### src/rtl/cp_writeback_queue_if.sv
// cp_writeback_queue_if: issue/result/retire signal bundle for the coprocessor writeback queue
//  master: issue_valid, issue_rd, flush, cp_result, cp_result_valid, wb_pipe_busy out;
//          issue_ready, rf_we, rf_waddr, rf_wdata, busy_mask, pending_count, protocol_err in
//  slave:  the same signals in the opposite directions
interface cp_writeback_queue_if #(
  parameter int DATA_WIDTH = 32,
  parameter int DEPTH      = 4,
  parameter int RADDR_W    = 5
);
  logic                     issue_valid;
  logic [RADDR_W-1:0]       issue_rd;
  logic                     issue_ready;
  logic                     flush;
  logic [DATA_WIDTH-1:0]    cp_result;
  logic                     cp_result_valid;
  logic                     wb_pipe_busy;
  logic                     rf_we;
  logic [RADDR_W-1:0]       rf_waddr;
  logic [DATA_WIDTH-1:0]    rf_wdata;
  logic [2**RADDR_W-1:0]    busy_mask;
  logic [$clog2(DEPTH):0]   pending_count;
  logic                     protocol_err;
  modport master (
    output issue_valid, issue_rd, flush, cp_result, cp_result_valid, wb_pipe_busy,
    input  issue_ready, rf_we, rf_waddr, rf_wdata, busy_mask, pending_count, protocol_err
  );
  modport slave (
    input  issue_valid, issue_rd, flush, cp_result, cp_result_valid, wb_pipe_busy,
    output issue_ready, rf_we, rf_waddr, rf_wdata, busy_mask, pending_count, protocol_err
  );
endinterface

### src/rtl/cp_writeback_queue.sv
// cp_writeback_queue: in-order pairing of coprocessor destinations with results, retired to the RF
//  clk, rst_n : clock, asynchronous active-low reset
//  bus        : slave side of cp_writeback_queue_if (issue, result, flush, RF write, scoreboard)
module cp_writeback_queue #(
  parameter int DATA_WIDTH = 32,
  parameter int DEPTH      = 4,
  parameter int RADDR_W    = 5
) (
  input  logic                 clk,
  input  logic                 rst_n,
  cp_writeback_queue_if.slave  bus
);
  localparam int AW = $clog2(DEPTH);
  localparam int PW = AW + 1;
  localparam int NR = 2**RADDR_W;
  localparam logic [PW-1:0] ONE  = PW'(1);
  localparam logic [PW:0]   DMAX = (PW+1)'(2*DEPTH-1);
  logic [RADDR_W-1:0]    r_rd   [DEPTH];
  logic [DATA_WIDTH-1:0] r_data [DEPTH];
  logic [DEPTH-1:0]      r_filled;
  logic [PW-1:0]         r_head, r_fill, r_tail, r_drop;
  logic                  r_err;
  logic [PW-1:0]         w_count, w_fill_n, w_squash, w_tail_f, w_drop_n;
  logic [PW:0]           w_drop_sum;
  logic [AW-1:0]         w_hidx;
  logic                  w_full, w_head_rdy, w_pop, w_we, w_issue;
  logic                  w_drop_res, w_fill_res, w_unmatched;
  logic [NR-1:0]         w_mask;
  assign w_count    = r_tail - r_head;
  // Pointers carry one extra wrap bit: equal low bits with differing MSB means full.
  assign w_full     = (r_tail[AW] != r_head[AW]) && (r_tail[AW-1:0] == r_head[AW-1:0]);
  assign w_hidx     = r_head[AW-1:0];
  assign w_head_rdy = (r_head != r_tail) && r_filled[w_hidx];
  assign w_we       = w_head_rdy && (r_rd[w_hidx] != '0) && !bus.wb_pipe_busy;
  // x0 results are discarded at the head regardless of port availability.
  assign w_pop      = w_head_rdy && ((r_rd[w_hidx] == '0) || !bus.wb_pipe_busy);
  assign w_issue    = bus.issue_valid && !w_full;
  assign w_drop_res  = bus.cp_result_valid && (r_drop != '0);
  assign w_fill_res  = bus.cp_result_valid && (r_drop == '0) && (r_fill != r_tail);
  assign w_unmatched = bus.cp_result_valid && (r_drop == '0) && (r_fill == r_tail);
  // Result fill happens before flush truncation, so the squash count excludes the entry just filled.
  assign w_fill_n   = w_fill_res ? r_fill + ONE : r_fill;
  assign w_squash   = bus.flush ? r_tail - w_fill_n : '0;
  assign w_tail_f   = bus.flush ? w_fill_n : r_tail;
  assign w_drop_sum = {1'b0, r_drop} + {1'b0, w_squash} - (PW+1)'(w_drop_res);
  assign w_drop_n   = (w_drop_sum > DMAX) ? DMAX[PW-1:0] : w_drop_sum[PW-1:0];
  always_comb begin
    w_mask = '0;
    for (int i = 0; i < DEPTH; i++)
      if ({1'b0, AW'(i) - w_hidx} < w_count) w_mask[r_rd[i]] = 1'b1;
    w_mask[0] = 1'b0;
  end
  always_ff @(posedge clk or negedge rst_n) begin
    if (!rst_n) begin
      for (int i = 0; i < DEPTH; i++) begin
        r_rd[i]   <= '0;
        r_data[i] <= '0;
      end
      r_filled <= '0;
      r_head   <= '0;
      r_fill   <= '0;
      r_tail   <= '0;
      r_drop   <= '0;
      r_err    <= 1'b0;
    end else begin
      if (w_pop) r_head <= r_head + ONE;
      if (w_fill_res) begin
        r_data[r_fill[AW-1:0]]   <= bus.cp_result;
        r_filled[r_fill[AW-1:0]] <= 1'b1;
      end
      if (w_issue) begin
        r_rd[w_tail_f[AW-1:0]]     <= bus.issue_rd;
        r_filled[w_tail_f[AW-1:0]] <= 1'b0;
      end
      r_fill <= w_fill_n;
      r_tail <= w_issue ? w_tail_f + ONE : w_tail_f;
      r_drop <= w_drop_n;
      if (w_unmatched || (bus.issue_valid && w_full)) r_err <= 1'b1;
    end
  end
  assign bus.issue_ready   = !w_full;
  assign bus.rf_we         = w_we;
  assign bus.rf_waddr      = w_we ? r_rd[w_hidx] : '0;
  assign bus.rf_wdata      = w_we ? r_data[w_hidx] : '0;
  assign bus.busy_mask     = w_mask;
  assign bus.pending_count = w_count;
  assign bus.protocol_err  = r_err;
endmodule

### src/flat_wrapper.sv
// flat-port wrapper written by rule: the top's interface ports become plain ports
module cp_writeback_queue_flat 
#(
  parameter int DATA_WIDTH = 32,
  parameter int DEPTH      = 4,
  parameter int RADDR_W    = 5
)
  (clk, rst_n, bus_issue_valid, bus_issue_rd, bus_flush, bus_cp_result, bus_cp_result_valid, bus_wb_pipe_busy, bus_issue_ready, bus_rf_we, bus_rf_waddr, bus_rf_wdata, bus_busy_mask, bus_pending_count, bus_protocol_err);
  cp_writeback_queue_if #(.DATA_WIDTH(DATA_WIDTH), .DEPTH(DEPTH), .RADDR_W(RADDR_W)) bus_i ();
  input  logic clk;
  input  logic rst_n;
  input wire logic [$bits(bus_i.issue_valid)-1:0] bus_issue_valid;
  input wire logic [$bits(bus_i.issue_rd)-1:0] bus_issue_rd;
  input wire logic [$bits(bus_i.flush)-1:0] bus_flush;
  input wire logic [$bits(bus_i.cp_result)-1:0] bus_cp_result;
  input wire logic [$bits(bus_i.cp_result_valid)-1:0] bus_cp_result_valid;
  input wire logic [$bits(bus_i.wb_pipe_busy)-1:0] bus_wb_pipe_busy;
  output wire logic [$bits(bus_i.issue_ready)-1:0] bus_issue_ready;
  output wire logic [$bits(bus_i.rf_we)-1:0] bus_rf_we;
  output wire logic [$bits(bus_i.rf_waddr)-1:0] bus_rf_waddr;
  output wire logic [$bits(bus_i.rf_wdata)-1:0] bus_rf_wdata;
  output wire logic [$bits(bus_i.busy_mask)-1:0] bus_busy_mask;
  output wire logic [$bits(bus_i.pending_count)-1:0] bus_pending_count;
  output wire logic [$bits(bus_i.protocol_err)-1:0] bus_protocol_err;
  assign bus_i.issue_valid = bus_issue_valid;
  assign bus_i.issue_rd = bus_issue_rd;
  assign bus_i.flush = bus_flush;
  assign bus_i.cp_result = bus_cp_result;
  assign bus_i.cp_result_valid = bus_cp_result_valid;
  assign bus_i.wb_pipe_busy = bus_wb_pipe_busy;
  assign bus_issue_ready = bus_i.issue_ready;
  assign bus_rf_we = bus_i.rf_we;
  assign bus_rf_waddr = bus_i.rf_waddr;
  assign bus_rf_wdata = bus_i.rf_wdata;
  assign bus_busy_mask = bus_i.busy_mask;
  assign bus_pending_count = bus_i.pending_count;
  assign bus_protocol_err = bus_i.protocol_err;
  cp_writeback_queue #(.DATA_WIDTH(DATA_WIDTH), .DEPTH(DEPTH), .RADDR_W(RADDR_W)) u_core (.clk(clk), .rst_n(rst_n), .bus(bus_i));
endmodule
### config.mk
export PLATFORM = sky130hd
export DESIGN_NAME = cp_writeback_queue_flat
export DESIGN_NICKNAME = d
export VERILOG_FILES = /design/src/rtl/cp_writeback_queue_if.sv /design/src/rtl/cp_writeback_queue.sv /design/src/flat_wrapper.sv
export SDC_FILE = /design/constraint.sdc
export NUM_CORES = 1
export LEC_CHECK = 0
export ABC_AREA = 1
export CORE_MARGIN = 2
export CORE_UTILIZATION = 48
export DETAILED_ROUTE_END_ITERATION = 12
export DONT_BUFFER_PORTS = 1
export SYNTH_ARGS = -nofsm -noshare
export SYNTH_HDL_FRONTEND = slang
export SYNTH_SLANG_ARGS = --single-unit
### constraint.sdc
create_clock -name clk -period 3.5 [get_ports clk]
set_input_delay 0.7 -clock clk [delete_from_list [all_inputs] [get_ports clk]]
set_output_delay 0.7 -clock clk [all_outputs]
set_load 0.01 [all_outputs]
==> metrics.md, run 1 <==
| Metric | Value |
|---|---|
| HPWL after detailed placement | `about 16000 um` |
| Status | `complete, but fails checks` |
| Worst Path Required | `between 2 and 3 ns` |
| Post-Syn Nets | `approximately 1300` |
| PortBufs | `0` |
| Minimum clock period | `about 3.4 ns` |
| Starting density of the core | `0.493` |
| Synth area leaders | `dfrtp_1 44%, nand2_1 15%, o21ai_0 11%` |
| Worst-skew pair later-pin latency | `between 0.4 and 0.5 ns` |
| Slew Limit Fails | `0` |
| Nets | `approximately 1300` |
| Clock-pin transition on the worst setup and hold timing paths | `0.07 ns` |
| DRC violations left | `0` |
| Post-DR wirelength/cell | `16.1 um` |
| Initial antenna violation count | `0` |
| Area grow syn2layout | `10.2%` |
| Failing checks | `hold timing` |
| Pre-CTS setup slack | `roughly 0.21 ns` |
| Root Buffer | `clkbuf_16` |
| Layout cell share with drive strength beyond 1 | `0.118` |
| TritonCTS clock tree | `built` |
| Top cell type by total area after synthesis | `dfrtp_1` |
| Antenna diodes | `0` |
| First-pass GRT wire length | `~40000 um` |
| Gr usage total | `0.246` |
| Final Hold Fails | `between 50 and 60` |
| Synthesized area | `9310 um^2` |
| WHS | `-0.0317 ns` |
| Part of the Yosys area used for sequential elements | `0.443` |
| Via count | `8024` |
| Max Cap Viol | `0` |
| Crit end category | `output port` |
| Syn Area/Cell | `7.36 um^2` |
| Top FF cell, synth | `dfrtp_1` |
| GP Congestion | `0.914` |
| Clk sinks | `around 170` |
| Yosys reg bits | `165` |
| Synth Instances | `around 1300` |
| RSZ-0062 raised after global routing | `yes` |
| Post-route setup slack | `0.0502 ns` |
| CTS H-tree lvls | `4` |
| Num CTS Buffers | `17` |
| Clk buf depth | `2` |
| Fraction of registers with async set/reset | `1.00` |
| Slew HR | `0.486` |
| Hold Path Class | `input port to asynchronous set/reset pin` |
| Worst-path fanout max | `7` |
| Fin cells | `1518` |
| # fillers | `around 1900` |
| Starting DRT DRC Count | `470` |
| First-pass DRT Iterations | `5` |
| Dpl cells | `about 1500` |
| DRT antenna net count | `0` |
| Worst setup SP type | `register` |
| Max Freq | `a little under 300 MHz` |
| Ys Warns | `0` |
| Die Y | `143 um` |
| Share of the synthesized area in the top cell type | `0.443` |
| Worst-Margin Slew | `~0.77 ns` |
| FP Rows | `50` |
| Fin util | `0.543` |
| Worst Path Arrival | `between 2 and 3 ns` |
| Final setup viols | `0` |
| Tcrit/Tclk final | `0.986` |
| Vias in the first global route | `about 7600` |
| Detailed-route wire length | `about 24000 um` |
| Die width | `143 um` |
| Static leakage | `~4.8 nW` |
| Distinct cells, synth | `35` |
| Gr ovfl total | `0` |
| Core Area | `between 15000 and 20000 um^2` |
| Largest net degree at the start of global routing | `approximately 170` |
| IO Pins | `between 100 and 150` |
| Clk_skew | `roughly 0.0090 ns` |
| Worst VDD drop | `0.000422 V` |
| Number of enable flip-flop cells after synthesis | `0` |
| Crit Path Class | `register to output port` |
| DIE AREA | `20500 um^2` |
| Via/cell ratio | `between 5 and 6` |
| PwrDens | `~900 nW/um^2` |
## sequential cells by signal, summed over array words and instances, names as in the netlist
register / count
u_core.r_drop: 3
u_core.r_filled: 4
u_core.r_head: 3
u_core.r_tail: 3
u_core.r_data: 128
u_core.r_rd: 20
u_core.bus.protocol_err: 1
u_core.r_fill: 3
## timing repair
item / in CTS / in global routing
setup buffers: 1 / 3
resized for setup: 14 / 55
hold endpoints to repair: 165 / 165
gates cloned: 0 / 0
pin swaps: 6 / 36
setup endpoints to repair: 56 / 48
## per-stage QoR
step	TNS (ns)	power (mW)	hold WS (ns)	instance area (um^2)
after floorplan	0	5.55	0.404	9310
after global placement	0	6.50	0.409	9430
after detailed placement	0	6.55	0.409	9430
after CTS	0	8.60	-0.0591	10100
after global routing	-0.596	9.76	-0.0534	10300
final	0	9.07	-0.0317	10300
## layer usage
layer	track usage	wire length [um]
met5	0	0
met4	0.0759	361
met3	0.0496	1390
met2	0.405	11400
met1	0.330	11300
## critical path, stage by stage (launching register included)
cell,delay [ns]
dfrtp_1,0.39
inv_2,0.10
ha_4,0.15
inv_4,0.04
fa_1,0.48
inv_2,0.16
ha_4,0.23
a21o_1,0.18
nand2_2,0.13
nand2_1,0.08
inv_2,0.12
nand2_1,0.07
nand4_1,0.19
## cell usage after synthesis, drive strengths merged (4+ instances only)
cell type / count
nand2: 369
o21ai: 221
dfrtp: 165
nor2: 152
inv: 125
a21oi: 40
buf: 39
nand4: 33
nor3: 32
nand3: 25
ha: 24
clkbuf: 21
xor2: 4
## cell families (layout without fill, tap and decap cells)
family,Yosys count,count (layout),share of synthesized area
flip-flops,165,165,0.443
AND/OR/NAND/NOR,612,612,0.267
AO/OA/AOI/OAI,269,269,0.157
XOR/XNOR,7,7,0.00739
adder cells (fa/ha/maj),26,26,0.0366
buffers and inverters,185,178,0.0887
other,1,1,0.000403
## placed cells by master (no fill, tap or decap), types with 4 or more instances in the layout
cell type,synthesis,layout
nor3_1,32,32
a21oi_1,15,15
dfrtp_1,165,164
o21ai_0,206,206
nand3_1,24,23
inv_2,12,21
nor2_1,149,148
nand2_2,4,25
ha_1,24,20
buf_4,4,18
a21oi_2,25,25
clkbuf_16,0,17
o21ai_1,15,14
ha_4,0,4
inv_1,112,94
inv_4,1,8
nand2_1,365,342
nand4_1,33,33
## power by group
group | switching [mW] | total [mW] | internal [mW]
Clock | 0.792 | 1.94 | 1.15
Sequential | 0.325 | 2.57 | 2.24
Combinational | 3.10 | 4.55 | 1.46
## final timing paths
kind / startpoint / end / slack [ns] / cells after the start
worst max-delay path: u_core.r_tail[0] / bus_busy_mask[14] / 0.05 / 12
worst min-delay path: rst_n / u_core.r_data[41] / -0.03 / 0
worst max register to register: u_core.r_fill[0] / u_core.r_drop[0] / 0.39 / 21
worst min register to register: u_core.r_data[1] / u_core.r_data[1] / 0.48 / 2
max in group asynchronous: rst_n / u_core.r_head[0] / 3.19 / 0
min in group clk: bus_issue_rd[4] / u_core.r_rd[4] / 0.40 / 2
## layout make-up
type	instances	area, um^2	share of cell area
tap	260	325	0.0317
timing repair buffer	21	186	0.0182
multi-input combinational	915	4500	0.439
inverter	125	502	0.0489
clock inverter	13	170	0.0166
clock buffer	19	443	0.0432
sequential	165	4130	0.403
No activity file was read; power rests on OpenSTA's default activity.
==> run 2: changes to the inputs <==
- CORE_UTILIZATION: 48 -> 40
==> run 2 against run 1 <==
- the run still ends with hold timing left
- hold slack lost 0.00064 ns
- fmax is 1.0% higher
- die area up 19%
- power down 1.2%
- sequential power about the same
- largest power group unchanged
- register-to-register slack lost 0.04 ns
==> metrics.md, run 2 (synthesis gave the netlist of run 1 again) <==
| Metric | Value |
|---|---|
| Failing checks | `hold timing` |
| Met3 WL post-DR | `roughly 1900 um` |
| PortBufs | `0` |
| Initial antenna violation count | `1` |
| Starting DRT DRC Count | `between 800 and 900` |
| Die width | `157 um` |
| Area grow syn2layout | `10.9%` |
| Clk_skew | `0.0116 ns` |
| Fin cells | `approximately 1600` |
| Tcrit/Tclk final | `0.976` |
| CP max stage delay | `0.49 ns` |
| Largest net degree at the start of global routing | `around 170` |
| Slew HR | `0.518` |
| Minimum clock period | `~3.4 ns` |
| Commonest non-fill, non-tap cells in the layout | `352 x nand2_1, 206 x o21ai_0, 163 x dfrtp_1` |
| Most common cell after layout, fill and taps aside | `nand2_1` |
| Largest regs | `u_core.r_data (128), u_core.r_rd (20), u_core.r_filled (4)` |
| DRC violations left | `0` |
| Num CTS Buffers | `17` |
| CTS H-tree lvls | `4` |
| Max Used Layer | `met5` |
| Worst-path fanout max | `20` |
| Clock-pin transition on the worst setup and hold timing paths | `about 0.070 ns` |
| Gr ovfl total | `0` |
| Detailed-route wire length | `approximately 25000 um` |
| Post-DR wirelength/cell | `16.0 um` |
| GP Congestion | `around 0.93` |
| Antenna diodes | `0` |
| PwrDens | `around 870 nW/um^2` |
| DRT antenna net count | `0` |
| Worst Path Arrival | `about 2.7 ns` |
| WHS | `-0.0323 ns` |
| Crit end category | `output port` |
| Die Y | `between 150 and 200 um` |
| Nets | `~1300` |
| Most flop-heavy register | `u_core.r_data` |
| Vias in the first global route | `between 7000 and 8000` |
| Core Area | `around 23000 um^2` |
| CP Cell Sequence | `buf_4 -> ha_2 -> inv_1 -> ha_4 -> inv_1 -> o21bai_1 -> nand2_2 -> nand2_1 -> inv_2 -> nand2_1 -> nand4_1` |
| Via/cell ratio | `between 5 and 6` |
| Starting density of the core | `0.409` |
| Via count | `roughly 8000` |
| Worst-skew pair later-pin latency | `0.42 ns` |
| Root Buffer | `clkbuf_16` |
| Status | `complete, but fails checks` |
| Final setup viols | `0` |
| HPWL after detailed placement | `roughly 16000 um` |
| Largest register FFs | `128` |
| Total Power | `8.96 mW` |
| Clk sinks | `between 150 and 200` |
| Layout cell share with drive strength beyond 1 | `0.118` |
| # fillers | `2312` |
| Hold Path Class | `input port to asynchronous set/reset pin` |
| M1 WL | `approximately 12000 um` |
| Dpl cells | `about 1500` |
| Max Cap Viol | `0` |
| Wire length on met2 | `around 11000 um` |
| Static leakage | `approximately 4.8 nW` |
| Slew Limit Fails | `0` |
| TritonCTS clock tree | `built` |
| Worst-Margin Slew | `between 0.7 and 0.8 ns` |
| Worst setup SP type | `register` |
| Clk buf depth | `2` |
| First-pass DRT Iterations | `7` |
| Max Freq | `between 200 and 300 MHz` |
| Crit Path Class | `register to output port` |
| FP Rows | `55` |
| First-pass GRT wire length | `around 41000 um` |
| Gr usage total | `0.211` |
| RSZ-0062 raised after global routing | `yes` |
| IO Pins | `around 120` |
| Worst Path Required | `2.80 ns` |
| Worst VDD drop | `about 0.00054 V` |
| Final Hold Fails | `approximately 120` |
| Slowest CP cell | `dfrtp_2` |
| DIE AREA | `around 25000 um^2` |
## run 2: worst max-delay path, delay by kind of cell, from the launching register on
family	cells	cell delay (ns)
DFF	1	0.49
buffers and inverters	4	0.48
adders and majority gates	2	0.68
and+or+nand+nor	4	0.49
AOI/OAI and AO/OA	1	0.14
## run 2: metrics by stage
stage / utilization / hold slack [ns] / instance area (um^2) / setup TNS, ns / setup WS, ns
after floorplan: - / 0.404 / 9310 / 0 / 0.262
after global placement: 0.416 / 0.410 / 9470 / 0 / 0.304
after detailed placement: 0.416 / 0.410 / 9470 / 0 / 0.207
after CTS: 0.445 / -0.0512 / 10100 / 0 / 0.00928
after global routing: 0.453 / -0.0688 / 10300 / -0.442 / -0.0595
final: 0.453 / -0.0323 / 10300 / 0 / 0.0856
## run 2: routing by layer
metal	global-route usage	up-vias
met5	0	-
met4	0.0494	2
met3	0.0615	21
met2	0.336	247
met1	0.285	3774
li1	-	4016
## run 2: final timing paths
path	startpoint	cells after the start	slack [ns]	to
hold / removal	rst_n	0	-0.03	u_core.r_data[81]
max in group asynchronous	rst_n	0	3.33	u_core.r_head[1]
hold reg to reg	u_core.r_data[87]	2	0.48	u_core.r_data[87]
setup / recovery	u_core.r_head[1]	11	0.09	bus_busy_mask[1]
setup reg to reg	u_core.r_tail[0]	23	0.35	u_core.r_drop[2]
min in group clk	bus_issue_rd[3]	2	0.41	u_core.r_rd[3]
## run 2: timing repair
| item | CTS | global route |
|---|---|---|
| hold endpoints to repair | 165 | 165 |
| setup endpoints to repair | 43 | 69 |
| pin swaps | 13 | 23 |
| resized for setup | 24 | 42 |
| buffers inserted | 3 | 3 |
## run 2: area by class of cell
class                           instances  area, um^2  share of cell area
Clock buffer                           17         425              0.0412
Tap cell                              313         392              0.0379
Clock inverter                         15         160              0.0155
Inverter                              125         494              0.0479
Multi-Input combinational cell        915        4550               0.441
Timing Repair Buffer                   21         165              0.0160
Sequential cell                       165        4130               0.400
## run 2: power breakdown
group | total [mW] | switching, mW | internal, mW | leakage [nW]
Combinational | 4.52 | 3.11 | 1.41 | 2.27
Sequential | 2.59 | 0.342 | 2.24 | 2.22
Clock | 1.86 | 0.845 | 1.02 | 0.292
